### config.mk
export PLATFORM = sky130hd
export DESIGN_NAME = normalize_round
export DESIGN_NICKNAME = d
export VERILOG_FILES = /design/src/rtl/normalize_round_pkg.sv /design/src/rtl/normalize_round_lzc14.sv /design/src/rtl/normalize_round.sv
export SDC_FILE = /design/constraint.sdc
export NUM_CORES = 1
export LEC_CHECK = 0
export CORE_MARGIN = 2
export CORE_UTILIZATION = 44
export CTS_CLUSTER_SIZE = 20
export DETAILED_ROUTE_END_ITERATION = 8
export PLACE_DENSITY_LB_ADDON = 0.15
export SLEW_MARGIN = 20
export SYNTH_ARGS = -nofsm -noshare
export SYNTH_HDL_FRONTEND = slang
export SYNTH_SLANG_ARGS = --single-unit
### constraint.sdc
create_clock -name CLK -period 10.1 [get_ports CLK]
set_clock_uncertainty 0.05 [all_clocks]
set_input_delay 1.515 -clock CLK [delete_from_list [all_inputs] [get_ports CLK]]
set_output_delay 1.515 -clock CLK [all_outputs]
set_load 0.01 [all_outputs]
### src/rtl/normalize_round_pkg.sv
// Shared float16 definitions for the adder datapath (alignment front end and
// normalize/round back end).
package normalize_round_pkg;

  localparam int          EXP_BIAS     = 15;
  localparam int          EMIN         = -14;
  localparam logic [4:0]  EXP_INF      = 5'h1F;
  localparam logic [15:0] QNAN_DEFAULT = 16'h7E00;

  typedef enum logic [1:0] {
    SP_NONE = 2'b00,
    SP_ZERO = 2'b01,
    SP_INF  = 2'b10,
    SP_NAN  = 2'b11
  } special_t;

  typedef struct packed {
    logic       sign;
    logic [4:0] exp;
    logic [9:0] frac;
  } fp16_t;

endpackage

### src/rtl/normalize_round_lzc14.sv
// Combinational 14-bit leading-one detector: index of the highest set bit,
// plus an all-zero flag (pos is 0 when the input is zero).
module lzc14
  import normalize_round_pkg::*;
(
  input  logic [13:0] din,
  output logic [3:0]  pos,
  output logic        all_zero
);

  always_comb begin
    pos = '0;
    for (int i = 0; i < 14; i++) begin
      if (din[i]) pos = 4'(i);
    end
  end

  assign all_zero = ~|din;

endmodule

### src/rtl/normalize_round.sv
// float16 adder back end: leading-one normalize, round-to-nearest-even, pack.
// Three registered stages (S1 lead/exponent, S2 shift, S3 round/pack).
module normalize_round
  import normalize_round_pkg::*;
#(
  parameter logic [15:0] QNAN_PATTERN = QNAN_DEFAULT,
  parameter bit          EN_FLAGS     = 1'b1
) (
  input  logic        CLK,
  input  logic        RST,
  input  logic        DVI,
  output logic        RDY_O,
  input  logic        SUM_SIGN,
  input  logic [6:0]  SUM_EXP,
  input  logic [13:0] SUM_MAG,
  input  logic [1:0]  SPECIAL,
  output logic [15:0] DO,
  output logic        DVO,
  input  logic        RDY_I,
  output logic        OVF,
  output logic        UNF,
  output logic        INEXACT
);

  typedef struct packed {
    logic       sign;
    special_t   special;
    logic       zero;
    logic [8:0] bexp;
    logic       left;
    logic [3:0] amt;
    logic [13:0] mag;
  } s1_t;

  typedef struct packed {
    logic       sign;
    special_t   special;
    logic       zero;
    logic [8:0] bexp;
    logic [12:0] frame;
  } s2_t;

  logic        v1_q, v1_d, v2_q, v2_d, v3_q, v3_d;
  logic        en1, en2, en3;
  s1_t         s1_q, s1_d;
  s2_t         s2_q, s2_d;
  logic [15:0] do_q, do_d;

  assign en3   = !v3_q | RDY_I;
  assign en2   = !v2_q | en3;
  assign en1   = !v1_q | en2;
  assign RDY_O = en1;
  assign DVO   = v3_q;
  assign DO    = do_q;

  always_comb begin
    v1_d = en1 ? DVI  : v1_q;
    v2_d = en2 ? v1_q : v2_q;
    v3_d = en3 ? v2_q : v3_q;
  end

  // S1: biased exponent and signed left-shift amount (negative = right shift)
  logic [3:0] lead_pos;
  logic       mag_zero;
  logic [8:0] sexp_c, bexp_c, shl_c, rsh_c;
  logic       sub_c;

  lzc14 u_lzc (.din(SUM_MAG), .pos(lead_pos), .all_zero(mag_zero));

  always_comb begin
    sexp_c = {{2{SUM_EXP[6]}}, SUM_EXP};
    bexp_c = sexp_c + {5'b0, lead_pos} + 9'(EXP_BIAS - 13);
    sub_c  = bexp_c[8] | (bexp_c == 9'd0);
    // Subnormal targets exponent EMIN, which reduces to SUM_EXP + 13.
    shl_c  = sub_c ? sexp_c + 9'(12 - 13 - EMIN) : 9'd12 - {5'b0, lead_pos};
    rsh_c  = 9'd0 - shl_c;
    s1_d   = s1_q;
    if (en1 && DVI) begin
      s1_d.sign    = SUM_SIGN;
      s1_d.special = special_t'(SPECIAL);
      s1_d.zero    = mag_zero;
      s1_d.bexp    = bexp_c;
      s1_d.left    = !shl_c[8];
      s1_d.amt     = shl_c[8] ? ((rsh_c > 9'd14) ? 4'd14 : rsh_c[3:0]) : shl_c[3:0];
      s1_d.mag     = SUM_MAG;
    end
  end

  // S2: shift into the 13-bit frame; right shifts fold lost bits into sticky
  logic [12:0] lsh_c, frame_c;
  logic [26:0] rsh_frame_c;

  always_comb begin
    lsh_c       = 13'(s1_q.mag << s1_q.amt);
    rsh_frame_c = 27'({s1_q.mag, 14'b0} >> s1_q.amt);
    frame_c     = s1_q.left ? lsh_c
                            : {rsh_frame_c[26:15], rsh_frame_c[14] | (|rsh_frame_c[13:0])};
    s2_d = s2_q;
    if (en2 && v1_q) begin
      s2_d.sign    = s1_q.sign;
      s2_d.special = s1_q.special;
      s2_d.zero    = s1_q.zero;
      s2_d.bexp    = s1_q.bexp;
      s2_d.frame   = frame_c;
    end
  end

  // S3: round to nearest even and pack
  logic        up_c, sub3_c, ovf_c, unf_c, inx_c;
  logic [11:0] sig_c;
  logic [8:0]  exp_c;
  fp16_t       res_c;

  always_comb begin
    up_c   = s2_q.frame[1] & (s2_q.frame[0] | s2_q.frame[2]);
    sig_c  = {1'b0, s2_q.frame[12:2]} + {11'b0, up_c};
    sub3_c = s2_q.bexp[8] | (s2_q.bexp == 9'd0);
    // A subnormal rounding up to 0x400 lands its hidden bit in the exponent LSB.
    exp_c  = sub3_c ? {8'b0, sig_c[10]} : s2_q.bexp + {8'b0, sig_c[11]};
    inx_c  = |s2_q.frame[1:0];
    unf_c  = inx_c & sub3_c;
    ovf_c  = !sub3_c && (exp_c >= {4'b0, EXP_INF});
    res_c  = '{sign: s2_q.sign, exp: exp_c[4:0], frac: sig_c[9:0]};
    if (ovf_c) begin
      res_c.exp  = EXP_INF;
      res_c.frac = '0;
      inx_c      = 1'b1;
      unf_c      = 1'b0;
    end
    case (s2_q.special)
      SP_NAN: begin
        res_c = fp16_t'(QNAN_PATTERN);
        {ovf_c, unf_c, inx_c} = 3'b000;
      end
      SP_INF: begin
        res_c = '{sign: s2_q.sign, exp: EXP_INF, frac: 10'd0};
        {ovf_c, unf_c, inx_c} = 3'b000;
      end
      SP_ZERO: begin
        res_c = '{sign: s2_q.sign, exp: 5'd0, frac: 10'd0};
        {ovf_c, unf_c, inx_c} = 3'b000;
      end
      default: begin
        if (s2_q.zero) begin
          res_c = '0;
          {ovf_c, unf_c, inx_c} = 3'b000;
        end
      end
    endcase
    do_d = do_q;
    if (en3 && v2_q) do_d = res_c;
  end

  always_ff @(posedge CLK) begin
    if (RST) begin
      v1_q <= 1'b0;
      v2_q <= 1'b0;
      v3_q <= 1'b0;
      s1_q <= '0;
      s2_q <= '0;
      do_q <= '0;
    end else begin
      v1_q <= v1_d;
      v2_q <= v2_d;
      v3_q <= v3_d;
      s1_q <= s1_d;
      s2_q <= s2_d;
      do_q <= do_d;
    end
  end

  generate
    if (EN_FLAGS) begin : g_flags
      logic [2:0] flags_q, flags_d;
      always_comb flags_d = (en3 && v2_q) ? {ovf_c, unf_c, inx_c} : flags_q;
      always_ff @(posedge CLK) begin
        if (RST) flags_q <= '0;
        else     flags_q <= flags_d;
      end
      assign {OVF, UNF, INEXACT} = flags_q;
    end else begin : g_noflags
      assign {OVF, UNF, INEXACT} = 3'b000;
    end
  endgenerate

endmodule
==> results of run 1 <==
-- critical path: stages --
cell	delay, ns
clkdlybuf4s50_1	0.59
inv_1	0.08
a2111oi_2	0.41
a221oi_2	0.15
or2_2	0.33
ha_1	0.19
ha_1	0.22
fa_1	0.41
a211oi_1	0.31
o21ba_2	0.22
o211ai_1	0.14
nand3_1	0.37
mux2i_1	0.38
ha_1	0.36
nor4b_1	0.27
a41oi_1	0.09
mux2i_1	0.15
o21a_1	0.22
a31o_1	0.21
o311ai_1	0.26
a21oi_1	0.10
-- path summary, 6_finish.rpt --
kind,startpoint,slack (ns),to
worst max-delay path,SUM_MAG[8],3.23,s1_q[15]
worst min-delay path,s1_q[21],0.40,s2_q[15]
worst max register to register,s2_q[0],6.89,DO[1]
worst min register to register,s1_q[21],0.40,s2_q[15]
-- routing by layer --
metal | vias to the layer above | GRT usage [%]
met5 | - | 0
li1 | 2553 | -
met4 | 0 | 4.228
met3 | 2 | 3.826
met1 | 2301 | 28.99
met2 | 100 | 32.26
-- cell usage in the layout (no fill, tap or decap), types with 5 or more instances in the layout --
master and instances:
o211ai_1 9, dfxtp_1 80, mux4_2 5, o21ai_0 39
and3_1 5, xor2_1 9, nand2_1 113, clkbuf_16 9
a211oi_1 10, nand3_1 21, clkdlybuf4s50_1 47, a21oi_1 74
ha_1 16, nor3_1 21, nand2b_1 8, inv_1 20
xnor2_1 11, a31oi_1 5, mux2i_1 22, buf_4 6
a22oi_1 16, nor2b_1 5, nor2_1 86
-- layout make-up --
type	instances	area, um^2	area share [%]
Clock buffer	11	242.7	3.999
Tap cell	143	178.9	2.948
Clock inverter	5	63.81	1.051
Inverter	20	75.07	1.237
Sequential cell	80	1602	26.39
Timing Repair Buffer	54	520.5	8.576
Multi-Input combinational cell	556	3387	55.80
-- sequential cells by signal, summed over array words and instances (netlist names) --
name             cells
DO                  16
DVO                  1
g_flags.flags_q      3
s1_q                32
s2_q                26
v1_q                 1
v2_q                 1
-- cells in the mapped netlist, types with 2 or more instances --
library cell  number  area share, %
a211oi_1          10            1.4
a21boi_0           2           0.28
a21o_1             2           0.28
a21oi_1           74            7.0
a22oi_1           16            2.3
a31oi_1            6           0.71
and2_1             4           0.47
and3_1             5           0.59
buf_2              6           0.57
buf_6              2           0.43
clkbuf_1          41            2.9
dfxtp_1           80             30
ha_1              16            3.8
inv_1             20            1.4
mux2_2             4           0.86
mux2i_1           22            4.2
mux4_2             5            2.1
nand2_1          113            8.1
nand2b_1           8           0.95
nand3_1           21            2.0
nand3b_1           3           0.43
nand4_1            3           0.36
nand4b_1           2           0.33
nor2_1            86            6.1
nor2b_1            5           0.59
nor3_1            21            2.0
nor4_1             3           0.36
nor4_2             3           0.71
nor4b_1            4           0.67
o2111ai_1          2           0.33
o211a_1            2           0.38
o211ai_1           9            1.3
o21a_1             2           0.28
o21ai_0           39            3.7
o21ba_2            2           0.38
o221ai_1           3           0.50
o311a_1            3           0.57
o31a_1             3           0.50
o31ai_1            3           0.43
or2_2              2           0.24
xnor2_1           11            1.8
xor2_1             9            1.5
-- cell families (layout without fill, tap and decap cells) --
| logic type | count (synthesis) | after routing | synth area share, % |
|---|---|---|---|
| compound gates | 198 | 198 | 24.28 |
| xor+xnor | 21 | 21 | 3.634 |
| fa+ha+maj | 17 | 17 | 4.180 |
| buf+inv | 70 | 90 | 5.416 |
| flops | 80 | 80 | 30.40 |
| mux | 31 | 31 | 7.173 |
| simple gates | 289 | 289 | 24.92 |
-- power groups by stage --
stage	clock (mW)	sequential (mW)	combinational, mW
after global placement	0	0.359	0.203
after detailed placement	0	0.360	0.204
after CTS	0.336	0.353	0.205
final	0.330	0.353	0.206
after global routing	0.348	0.356	0.231
after floorplan	0	0.350	0.159
==> results.cfg, run 1 <==
[critical_path]
worstSetupPathType = in2reg
r2r_cells = 14
start_kind = primary input
cp.required_ns = 10.23
worst-path-max-fanout = 11
endpoint_kind = flop
crit_arrival_ns = 7.00

[clock_tree]
h-tree-depth = 3
cts_tree = done
clk_pin_slew_worst_paths_ns = 0.06
root_buffer = clkbuf_16
cts_setup_buffers = 0
worstSkewPairLatency_ns = 0.33
numCtsBuffers = 9
cts_resized = 0
cts_hold_buf = 0
cts.sinks = 80
clockBufferDepth = 2

[synth]
yosys_warnings = 0
yosysSeqAreaShare_pct = 30.40
synth-seq-cells = 80
ys.flop_type = dfxtp_1
syn_area_per_cell_um2 = 7.461
syn_area_mm2 = 0.005268
synthDistinctLibCells = 71
synth_nets = 751
synth_cells = 706
synth_edf_count = 0
async_flop_share_pct = 0

[power]
switching_share_pct = 30.56
intPower_mw = 0.6173
p_per_area_mw_per_mm2 = 146.5
p_seq_share_pct = 39.7
p_leak_nw = 2.213
p_switching_mw = 0.2717
clkPwrFrac_pct = 37.1
p_comb_share_pct = 23.2
design_power_total_mw = 0.8890
ir_worst_vdd_v = 0.00006390

[place]
post-place-ws_ns = 2.950
dp_hpwl_mm = 9.449
portBuffers = 48
place_inst = 853
detailed_place.area_mm2 = 0.005763
gp_congestion = 0.8907

[final_layout]
fillers = 1152
fin_nets = 766
utilization_pct = 52.48
layout-drive-gt1-share_pct = 6.474
fin_area_mm2 = 0.006070
fin_cells = 869
antenna_cells = 0
area_growth_pct = 15.23

[route]
wl_met1_mm = 6.382
met2_length_mm = 5.891
ant_nets = 0
routed.top_layer = met4
num_vias = 4956
wl_met3_um = 457
drtIter0Drc = 328
routed_wl_mm = 12.79
via_per_inst = 5.703
remaining_drc_errors = 0
wl_per_cell_um = 14.72
drt-pass1-iter-count = 4

[min_path]
worst_hold_path.num_cells = 2
worstHoldPathType = reg2reg

[sta]
fmax_ghz = 0.1456
worst_hold_slack_ns = 0.3972
worst_slack_ns = 3.233
max-slew-margin-rel_pct = 35.66
fin_crit_sh_pct = 67.99
layout_min_cycle_time_ns = 6.867
tns_ns = 0
rsz0062_at_grt = false
setup_viol = 0
tightest_slew_ns = 0.9652
finalMaxSlewViolations = 0
hold_violations = 0

[grt]
grt_pass1_wl_mm = 21.78
overflow = 0
grt_pass1_vias = 4438
antenna_found_initial = 0
grt_max_degree = 75
grtUsageTotal_pct = 20.32

[floorplanning]
fp.coreArea_mm2 = 0.01156
row_count = 39
die_area_mm2 = 0.01286
fp.dieW_um = 113.4
fp.dieH_um = 113.4
ios = 49
start_util_pct = 45.55

[run]
drv_cap = 0

[outcome]
status = finished clean
No activity file was read; power rests on OpenSTA's default activity.
==> run 2: changes to the inputs <==
==> constraint.sdc (replaced) <==
create_clock -name CLK -period 6.17 [get_ports CLK]
set_clock_uncertainty 0.05 [all_clocks]
set_input_delay 0.9255 -clock CLK [delete_from_list [all_inputs] [get_ports CLK]]
set_output_delay 0.9255 -clock CLK [all_outputs]
set_load 0.01 [all_outputs]
==> results.cfg, run 2 (synthesis gave the netlist of run 1 again) <==
[floorplanning]
ios = 49
die_area_mm2 = 0.01286
fp.dieW_um = 113.4
fp.dieH_um = 113.4
row_count = 39
fp.coreArea_mm2 = 0.01156
start_util_pct = 45.55

[sta]
fin_crit_sh_pct = 94.26
layout_min_cycle_time_ns = 5.816
worst_hold_slack_ns = 0.3905
setup_viol = 0
hold_violations = 0
tightest_slew_ns = 1.037
max-slew-margin-rel_pct = 30.88
fmax_ghz = 0.1719
finalMaxSlewViolations = 0
rsz0062_at_grt = false
worst_slack_ns = 0.3539
tns_ns = 0

[route]
drt-pass1-iter-count = 4
via_per_inst = 5.718
num_vias = 4986
remaining_drc_errors = 0
wl_per_cell_um = 14.97
routed_wl_mm = 13.05
drtIter0Drc = 381
ant_nets = 0

[clock_tree]
worstSkewPairLatency_ns = 0.34
h-tree-depth = 3
cts_tree = done
numCtsBuffers = 9
cts.sinks = 80
clockBufferDepth = 2
cts_setup_buffers = 0
cts_hold_buf = 0
clk_pin_slew_worst_paths_ns = 0.06
cts_resized = 0
root_buffer = clkbuf_16

[final_layout]
area_growth_pct = 16.01
top_register = s1_q
fin_nets = 770
mostFrequentLayoutCells = 113 x nand2_1, 86 x nor2_1, 80 x dfxtp_1
fillers = 1127
largest_reg_flops = 32
regArea_mm2 = 0.001602
multi_input_area_mm2 = 0.003387
final_common_cell = nand2_1
antenna_cells = 0
layout-drive-gt1-share_pct = 6.996

[critical_path]
worstSetupPathType = in2reg
cp.required_ns = 6.31
start_kind = primary input
worst-path-max-fanout = 6
endpoint_kind = flop
crit_arrival_ns = 5.96

[place]
portBuffers = 48
dp_hpwl_mm = 9.742
gp_congestion = 0.9171
post-place-ws_ns = 0.008763

[grt]
grtUsageTotal_pct = 20.98
grt_pass1_vias = 4585
grt.met2_usage_pct = 32.61
grt_pass1_wl_mm = 22.18
grt_use_met3_pct = 3.879
overflow = 0
globalRouteMet1Util_pct = 29.28
grt_max_degree = 75
antenna_found_initial = 0
top_usage_layer = met2

[power]
design_power_total_mw = 1.486
p_leak_nw = 2.234
ir_worst_vdd_v = 0.0001305
p_per_area_mw_per_mm2 = 243.1

[min_path]
worstHoldPathType = reg2reg

[outcome]
status = finished clean

[run]
drv_cap = 0
run 2: changes by cell type in the layout (fill, tap and decap cells not counted), sizes merged:
cell	previous run	this run
clkinvlp	1	2
clkbuf	11	9
buf	7	11
clkinv	2	0
inv	21	22
bufinv	1	2
run 2: cell type report:
class | count | area share [%]
repair buffers | 58 | 9.009
clock inverters | 6 | 1.515
multi-input cells | 556 | 55.43
clock buffers | 9 | 3.686
well taps | 143 | 2.928
flip-flops and latches | 80 | 26.21
inverters | 20 | 1.229
run 2: path summary, 6_finish.rpt:
path | start | end | slack, ns | cells past startpoint
hold / removal | s1_q[19] | s2_q[13] | 0.39 | 2
setup / recovery | SUM_MAG[8] | s1_q[15] | 0.35 | 22
hold reg to reg | s1_q[19] | s2_q[13] | 0.39 | 2
setup reg to reg | s2_q[1] | DO[1] | 2.91 | 14
run 2: stage by stage:
| step | instances | instance area [um^2] | utilization [%] |
|---|---|---|---|
| 4_1_cts | 872 | 6111 | 52.84 |
| 5_1_grt | 872 | 6111 | 52.84 |
| 3_5_place_dp | 857 | 5793 | 50.09 |
| 6_report | 872 | 6111 | 52.84 |
| 3_3_place_gp | 857 | 5793 | 50.09 |
| 2_1_floorplan | 706 | 5268 | - |
run 2: critical path, stage by stage:
cell and delay (ns):
clkdlybuf4s50_1 0.47, buf_4 0.14, nor3b_1 0.06, a2111oi_2 0.27, a221oi_2 0.16, or2_2 0.34
ha_1 0.19, ha_1 0.22, fa_1 0.41, a211oi_1 0.34, o21ba_2 0.23, o211ai_1 0.13
nand3_1 0.19, mux2i_1 0.35, ha_1 0.25, nor4b_1 0.24, a41oi_1 0.09, mux2i_1 0.15
o21a_1 0.21, a31o_1 0.20, o311ai_1 0.29, a21oi_1 0.10
run 2: power breakdown:
group,switching [mW],internal (mW),total [mW]
registers,0.0343,0.544,0.578
logic,0.200,0.143,0.343
clock network,0.210,0.354,0.565
run 2: routing by layer:
metal  up-vias  wire length (um)
met5         -                 0
met3        14               470
met2       109              5997
met1      2297              6398
li1       2566                 -
met4         0               188
